## config.mk

```make
export PLATFORM = sky130hd
export DESIGN_NAME = doc_wave_responder
export DESIGN_NICKNAME = d
export VERILOG_FILES = /design/src/rtl/doc_wave_pkg.sv /design/src/rtl/doc_wave_responder.sv
export SDC_FILE = /design/constraint.sdc
export NUM_CORES = 1
export LEC_CHECK = 0
export CAP_MARGIN = 20
export CORE_ASPECT_RATIO = 0.75
export CORE_MARGIN = 4
export CORE_UTILIZATION = 41
export CTS_CLUSTER_DIAMETER = 30
export CTS_CLUSTER_SIZE = 10
export DETAILED_ROUTE_END_ITERATION = 16
export PLACE_DENSITY_LB_ADDON = 0.2
export SKIP_LAST_GASP = 1
export SLEW_MARGIN = 20
export SYNTH_ARGS = -nofsm -noshare
export SYNTH_HDL_FRONTEND = slang
export SYNTH_SLANG_ARGS = --single-unit
```

## constraint.sdc

```tcl
create_clock -name clk_i -period 3.9 [get_ports clk_i]
set_input_delay 0.585 -clock clk_i [delete_from_list [all_inputs] [get_ports clk_i]]
set_output_delay 0.585 -clock clk_i [all_outputs]
set_load 0.01 [all_outputs]
```

## src/rtl/doc_wave_pkg.sv

```systemverilog
// doc_wave_pkg: state/source types and default constants
// shared by the DOC5503 wave-fetch responder.
package doc_wave_pkg;

    localparam int         DOC_ADDR_W       = 16;
    localparam int         DOC_TIMEOUT_CYC  = 64;
    localparam logic [7:0] DOC_SILENCE_BYTE = 8'h80;

    typedef enum logic [2:0] {
        IDLE,
        ISSUE,
        WAIT,
        RESP,
        DONE
    } state_e;

    typedef enum logic {
        SRC_DOC,
        SRC_HOST
    } src_e;

endpackage

```

## src/rtl/doc_wave_responder.sv

```systemverilog
// doc_wave_responder: serves DOC5503 wave byte fetches and host (GLU)
// byte reads/writes from one variable-latency backing store.
// Ports: clk_i/reset_i (sync, active high); DOC side wave_address_i,
// wave_rd_i, wave_data_ready_o, wave_data_o; host side host_addr_i,
// host_rd_i, host_wr_i, host_data_i, host_data_o, host_ack_o; store side
// mem_addr_o, mem_rd_o, mem_wr_o, mem_data_o, mem_data_i, mem_valid_i.
// Option: define DOC_WAVE_CACHE_EN for a single-entry DOC read cache.
module doc_wave_responder
    import doc_wave_pkg::*;
#(
    parameter int         ADDR_W       = DOC_ADDR_W,
    parameter int         TIMEOUT_CYC  = DOC_TIMEOUT_CYC,
    parameter logic [7:0] SILENCE_BYTE = DOC_SILENCE_BYTE
) (
    input  logic              clk_i,
    input  logic              reset_i,
    input  logic [ADDR_W-1:0] wave_address_i,
    input  logic              wave_rd_i,
    output logic              wave_data_ready_o,
    output logic [7:0]        wave_data_o,
    input  logic [ADDR_W-1:0] host_addr_i,
    input  logic              host_rd_i,
    input  logic              host_wr_i,
    input  logic [7:0]        host_data_i,
    output logic [7:0]        host_data_o,
    output logic              host_ack_o,
    output logic [ADDR_W-1:0] mem_addr_o,
    output logic              mem_rd_o,
    output logic              mem_wr_o,
    output logic [7:0]        mem_data_o,
    input  logic [7:0]        mem_data_i,
    input  logic              mem_valid_i
);

    localparam int CNT_W = (TIMEOUT_CYC > 1) ? $clog2(TIMEOUT_CYC) : 1;
    localparam logic [CNT_W-1:0] CNT_MAX = CNT_W'(TIMEOUT_CYC - 1);

    state_e            state_q;
    src_e              src_q;
    logic              wr_q;
    logic [CNT_W-1:0]  cnt_q;
    logic              wave_rdy_q;
    logic              host_ack_q;
    logic              mem_rd_q;
    logic              mem_wr_q;
    logic [7:0]        wave_data_q;
    logic [7:0]        host_data_q;
    logic [7:0]        mem_data_q;
    logic [ADDR_W-1:0] mem_addr_q;

    logic              host_req_d;
    logic              timeout_d;
    logic [7:0]        resp_byte_d;

`ifdef DOC_WAVE_CACHE_EN
    logic              cache_valid_q;
    logic [ADDR_W-1:0] cache_addr_q;
    logic [7:0]        cache_byte_q;
    logic              cache_hit_d;

    always_comb begin
        cache_hit_d = cache_valid_q && (cache_addr_q == wave_address_i);
    end
`endif

    // A late store response wins over a timeout in the same cycle.
    always_comb begin
        host_req_d  = host_rd_i | host_wr_i;
        timeout_d   = (cnt_q == CNT_MAX);
        resp_byte_d = mem_valid_i ? mem_data_i : SILENCE_BYTE;
    end

    always_ff @(posedge clk_i) begin
        if (reset_i) begin
            state_q     <= IDLE;
            src_q       <= SRC_DOC;
            wr_q        <= 1'b0;
            cnt_q       <= '0;
            wave_rdy_q  <= 1'b0;
            host_ack_q  <= 1'b0;
            mem_rd_q    <= 1'b0;
            mem_wr_q    <= 1'b0;
            wave_data_q <= '0;
            host_data_q <= '0;
            mem_addr_q  <= '0;
            mem_data_q  <= '0;
`ifdef DOC_WAVE_CACHE_EN
            cache_valid_q <= 1'b0;
            cache_addr_q  <= '0;
            cache_byte_q  <= '0;
`endif
        end else begin
            wave_rdy_q <= 1'b0;
            host_ack_q <= 1'b0;
            mem_rd_q   <= 1'b0;
            mem_wr_q   <= 1'b0;
            unique case (state_q)
                IDLE: begin
                    if (wave_rd_i) begin
                        src_q <= SRC_DOC;
                        wr_q  <= 1'b0;
`ifdef DOC_WAVE_CACHE_EN
                        if (cache_hit_d) begin
                            wave_data_q <= cache_byte_q;
                            wave_rdy_q  <= 1'b1;
                            state_q     <= RESP;
                        end else begin
                            mem_addr_q <= wave_address_i;
                            mem_rd_q   <= 1'b1;
                            state_q    <= ISSUE;
                        end
`else
                        mem_addr_q <= wave_address_i;
                        mem_rd_q   <= 1'b1;
                        state_q    <= ISSUE;
`endif
                    end else if (host_req_d) begin
                        // write beats read when both are raised
                        src_q      <= SRC_HOST;
                        wr_q       <= host_wr_i;
                        mem_addr_q <= host_addr_i;
                        mem_rd_q   <= ~host_wr_i;
                        mem_wr_q   <= host_wr_i;
                        if (host_wr_i) begin
                            mem_data_q <= host_data_i;
                        end
`ifdef DOC_WAVE_CACHE_EN
                        if (host_wr_i && cache_valid_q &&
                            (cache_addr_q == host_addr_i)) begin
                            cache_byte_q <= host_data_i;
                        end
`endif
                        state_q <= ISSUE;
                    end
                end
                ISSUE: begin
                    cnt_q   <= '0;
                    state_q <= WAIT;
                end
                WAIT: begin
                    if (mem_valid_i || timeout_d) begin
                        state_q <= RESP;
                        if (src_q == SRC_DOC) begin
                            wave_data_q <= resp_byte_d;
                            wave_rdy_q  <= 1'b1;
`ifdef DOC_WAVE_CACHE_EN
                            if (mem_valid_i) begin
                                cache_valid_q <= 1'b1;
                                cache_addr_q  <= mem_addr_q;
                                cache_byte_q  <= mem_data_i;
                            end
`endif
                        end else begin
                            host_ack_q <= 1'b1;
                            if (!wr_q) begin
                                host_data_q <= resp_byte_d;
                            end
                        end
                    end else begin
                        // only reached below CNT_MAX, so it never wraps
                        cnt_q <= cnt_q + 1'b1;
                    end
                end
                RESP: begin
                    state_q <= DONE;
                end
                DONE: begin
                    state_q <= IDLE;
                end
                default: begin
                    state_q <= IDLE;
                end
            endcase
        end
    end

    assign wave_data_ready_o = wave_rdy_q;
    assign wave_data_o       = wave_data_q;
    assign host_ack_o        = host_ack_q;
    assign host_data_o       = host_data_q;
    assign mem_addr_o        = mem_addr_q;
    assign mem_rd_o          = mem_rd_q;
    assign mem_wr_o          = mem_wr_q;
    assign mem_data_o        = mem_data_q;

endmodule

```

# After elaboration in Yosys (flattened, before gate mapping)
# Cells that the tools add are included.
op_classes:
  bitwise_logic: 9
  reduce_logical: 13
  mux: 17
  n_addsub: 1
  n_eq_ne: 7
op_table:
  columns: ["cell", "count"]
  rows:
  - ["$mux W16", 2]
  - ["$pmux W3 S4", 1]
  - ["$pmux W6 S2", 1]
  - ["$mux W3", 3]
  - ["$mux W1", 8]
  - ["$mux W8", 1]
  - ["$not A1 Y1", 8]
  - ["$reduce_and A4 Y1", 2]
  - ["$add A6 B1 Y6 const B", 1]
  - ["$eq A3 B2 Y1 const B", 2]
  - ["$eq A6 B6 Y1 const B", 1]
  - ["$mux W6", 1]
  - ["$reduce_and A2 Y1", 3]
  - ["$ne A2 B2 Y1 const B", 2]
  - ["$reduce_bool A2 Y1", 2]
  - ["$reduce_or A4 Y1", 1]
  - ["$eq A3 B1 Y1 const B", 1]
  - ["$logic_not A3 Y1", 1]
  - ["$ne A3 B3 Y1 const B", 1]
  - ["$reduce_and A3 Y1", 1]
  - ["$reduce_or A3 Y1", 1]
  - ["$reduce_or A2 Y1", 1]
  - ["$logic_or A1 B1 Y1", 1]
  - ["$or A1 B1 Y1", 1]
totals:
  output_inout_bits: 44
  reg_bits: 55
  word_cells: 59

# Longest topological paths before layout
depth:
  depth_word: 4
  ltp_mapped: 6
  ltp_nobuf: 5

# Worst setup path after synthesis
# Ideal clock, no wire load.
synth_timing:
  path_kind: "register -> register"
  from: "reg cnt_q[0]"
  to: "reg host_data_q[7], in the netlist host_data_o[7]"
  path_slack_ps: 2276
  t_arrival_ps: 1510
  required_ps: 3785
  path_stages_with_launch: 7
  setup_ps: 115
  path_buffers: 1
  period_less_slack_ps: 1624
  cell_sequence: "dfxtp_1 -> ha_1 -> and3_1 -> a31oi_4 -> buf_2 -> nor3_1 -> o21a_1"
synth_via:
  elab_chain_cells: 3
synth_lines:
  columns: ["element", "line_no", "rtl"]
  rows:
  - ["start: declaration", "doc_wave_responder.sv:41", "logic [CNT_W-1:0] cnt_q;"]
  - ["start signal: assignment", "doc_wave_responder.sv:161", "cnt_q <= cnt_q + 1'b1;"]
  - ["$eq A6 B6 Y1", "doc_wave_responder.sv:69", "timeout_d = (cnt_q == CNT_MAX);"]
  - ["$logic_or A1 B1 Y1", "doc_wave_responder.sv:141", "if (mem_valid_i || timeout_d) begin"]
  - ["$reduce_and A4 Y1 (no line)", null, null]
  - ["end signal: assignment", "doc_wave_responder.sv:156", "host_data_q <= resp_byte_d;"]
  - ["end: declaration", "doc_wave_responder.sv:47", "logic [7:0] host_data_q;"]
# Every way passes these cells.
# A chain may end at the register's enable or synchronous reset.

# Worst setup path after layout
layout_timing:
  from: "in mem_valid_i"
  to: "reg cnt_q[3]"
layout_via:
  elab_chain_cells: 3
layout_lines:
  columns: ["element", "line_no", "rtl"]
  rows:
  - ["start: declaration", "doc_wave_responder.sv:32", "input logic mem_valid_i"]
  - ["$logic_or A1 B1 Y1", "doc_wave_responder.sv:141", null]
  - ["$ne A2 B2 Y1 (no line)", null, null]
  - ["$reduce_and A2 Y1 (no line)", null, null]
# Every way passes these cells.

==> results.cfg <==
[finish]
design_area_sq_um = 3420
syn_to_final_growth_pct = 46.3
fill_cells = 455
diodes = 0
final_nets = 386
drive_gt1_share_pct = 5.42
stdcell_count = 407

[synth]
avgSynthCellArea_sq_um = 9.54
synthesis.instances = 245
ys_types = 39
ys_seq_elements = 55
synth_nets = 300
synth_flop_cell = dfxtp_1
ys_async_sr_fraction_pct = 0
synth_area_leaders = dfxtp_1 (47%), mux2i_1 (11%), a211oi_1 (5.5%), o31ai_1 (4.8%), nor2_1 (4.7%)
synth_common_cells = dfxtp_1 (55), nor2_1 (29), mux2i_1 (26)
yosysWarningCount = 0
synth_edf_count = 0
synth_most_common_cell = dfxtp_1
synth-seq-area-share_pct = 47.1
synth_area_sq_um = 2340
synth_largest_area_cell = dfxtp_1
synth_top_area_share_pct = 47.1

[floorplanning]
die_h_um = 73.4
start_util_pct = 43.0
core_sq_um = 5440
io_pins = 98
die_w_um = 95.2
die-area_sq_um = 6980
rows = 23

[placed_design]
gp_congestion = 0.727
dp_cells = 399
io_buffers = 97
pre_cts_ws_ps = 1510
dpl.hpwl_um = 4080
place_area_sq_um = 3320

[clock_tree]
holdBufCountCts = 0
post_cts_buffers = 0
path_clk_slew_ps = 100
h-tree-depth = 2
worst_skew_pair.late_latency_ps = 310
cts_tree = yes
cts_sinks = 55
clockBufferDepth = 2
cts_buffers = 5
cts_root_buffer = clkbuf_8
ctsResizeCount = 0

[power_and_ir_drop]
swShare_pct = 28.4
power.density_nw_per_um2 = 388
peakVddDrop_v = 0.000217
combPwrFrac_pct = 25.5
p_leak_nw = 1.27
seq_power_share_pct = 48.6
pwr-share-clk_pct = 25.9
p_int_w = 0.000950
switchingPower_w = 0.000376

[global_route]
grt_antenna_before_repair = 0
grt_usage_pct = 16.8
grt_pass1_vias = 1990
grt_max_degree = 58
grt_pass1_wl_um = 9260
grt-ovfl-total = 0

[detailed_routing]
wire_per_inst_um = 13.9
wirelength_um = 5670
drt_iter0_drc = 124
antenna_left = 0
route.detailed.drc = 0
dr.pass1.iters = 4
vias = 2086
vias_per_cell = 5.13

[sta]
layout_setup_ws_ps = 1830
fin_worst_skew_ps = 18.1
timing.final.crit_share_pct = 53.0
maxSlewHeadroom_pct = 33.0
worst_pin_slew_ps = 1010
hold_viol = 0
finalCriticalPeriod_ps = 2070
rsz0062_at_grt = no
finalSetupViolCount = 0
whs_ps = 458
maxSlewViolCount = 0
max_freq_mhz = 484
finalSetupTns_ps = 0

[worst_setup_path]
path_delay_family = compound AO/OA/AOI/OAI gates
path_buf_inv = 1
cpPeakStageDelay_ps = 880
arrival_ps = 2230
cp_cell_sequence = clkdlybuf4s50_1, o41ai_1, a31oi_1
endpoint_kind = flip-flop
cp-start-kind = input pin
worst-setup-path-type = input pin to flip-flop
crit_fanout = 6
critPathSlowestCell = o41ai_1
cp.required_ps = 4060

[run_status]
outcome = finished, final reports clean

[run]
cap_violations = 0

[min_path]
min_path_type = flip-flop to flip-flop
-- flip-flops by register name (all words and copies together) (netlist names) --
signal,count
cnt_q,6
host_ack_o,1
host_data_o,8
mem_addr_o,16
mem_data_o,8
mem_rd_o,1
mem_wr_o,1
src_q,1
state_q,3
wave_data_o,8
wave_data_ready_o,1
wr_q,1
-- cell usage in the layout, fill, tap and decap left out, types with 2 or more instances in the layout --
cell type         n
o21ai_1           3
nor2b_1           4
a31oi_1           3
or3_1             2
nor3_1            4
o31ai_1          15
dfxtp_1          55
a211oi_1         17
a21oi_1          20
nor2_1           29
o21a_1            2
nor3_2            2
inv_1             2
clkdlybuf4s50_1  96
mux2i_1          26
nor3_4            2
nand2_1          17
clkbuf_8          7
nand2b_1          3
and3_1            2
-- final cells by class --
cell class | count | area (sq um) | area share [%]
multi-input cells | 168 | 1140 | 33.2
repair buffers | 98 | 973 | 28.5
flip-flops and latches | 55 | 1100 | 32.2
inverters | 3 | 11.3 | 0.329
clock inverters | 1 | 7.51 | 0.220
clock buffers | 7 | 96.3 | 2.82
well taps | 75 | 93.8 | 2.74
-- per-layer routing --
layer	global-route usage, %	vias up	routed length (um)
li1	-	1060	-
met1	21.9	943	2530
met2	24.4	79	2380
met3	8.39	4	704
met4	5.28	0	51
met5	0	-	0
-- power by group through the flow --
stage	logic (W)	registers, W	clock network (W)
5_1_grt	0.000373	0.000653	0.000373
6_report	0.000338	0.000645	0.000344
3_3_place_gp	0.000338	0.000656	0
2_1_floorplan	0.000162	0.000671	0
3_5_place_dp	0.000340	0.000658	0
4_1_cts	0.000342	0.000645	0.000355
-- worst register-to-register path, stage by stage (launching register included) --
cell and delay (ps):
dfxtp_1 410, or3b_2 770, nor3_4 420, a21oi_1 120
o21a_1 150
-- through the flow --
step	power, W	utilization, %
floorplan	0.000833	-
global placement	0.000994	61.0
detailed placement	0.000997	61.0
CTS	0.00134	62.9
global route	0.00140	62.9
finish	0.00133	62.9
-- logic make-up (layout without fill, tap and decap cells) --
| logic type | count (synthesis) | count (layout) | synth area share (%) |
|---|---|---|---|
| adders and majority gates | 1 | 1 | 0.535 |
| AOI/OAI and AO/OA | 69 | 69 | 20.6 |
| muxes | 26 | 26 | 11.1 |
| DFF | 55 | 55 | 47.1 |
| buffers and inverters | 22 | 109 | 4.28 |
| and+or+nand+nor | 72 | 72 | 16.4 |
-- worst paths after layout --
path,startpoint,endpoint,slack (ps),cells past startpoint
setup / recovery,mem_valid_i,cnt_q[3],1830,3
hold / removal,wr_q,wr_q,460,2
setup reg to reg,state_q[1],host_data_o[7],1960,4
hold reg to reg,wr_q,wr_q,460,2
No activity file was read; power rests on OpenSTA's default activity.
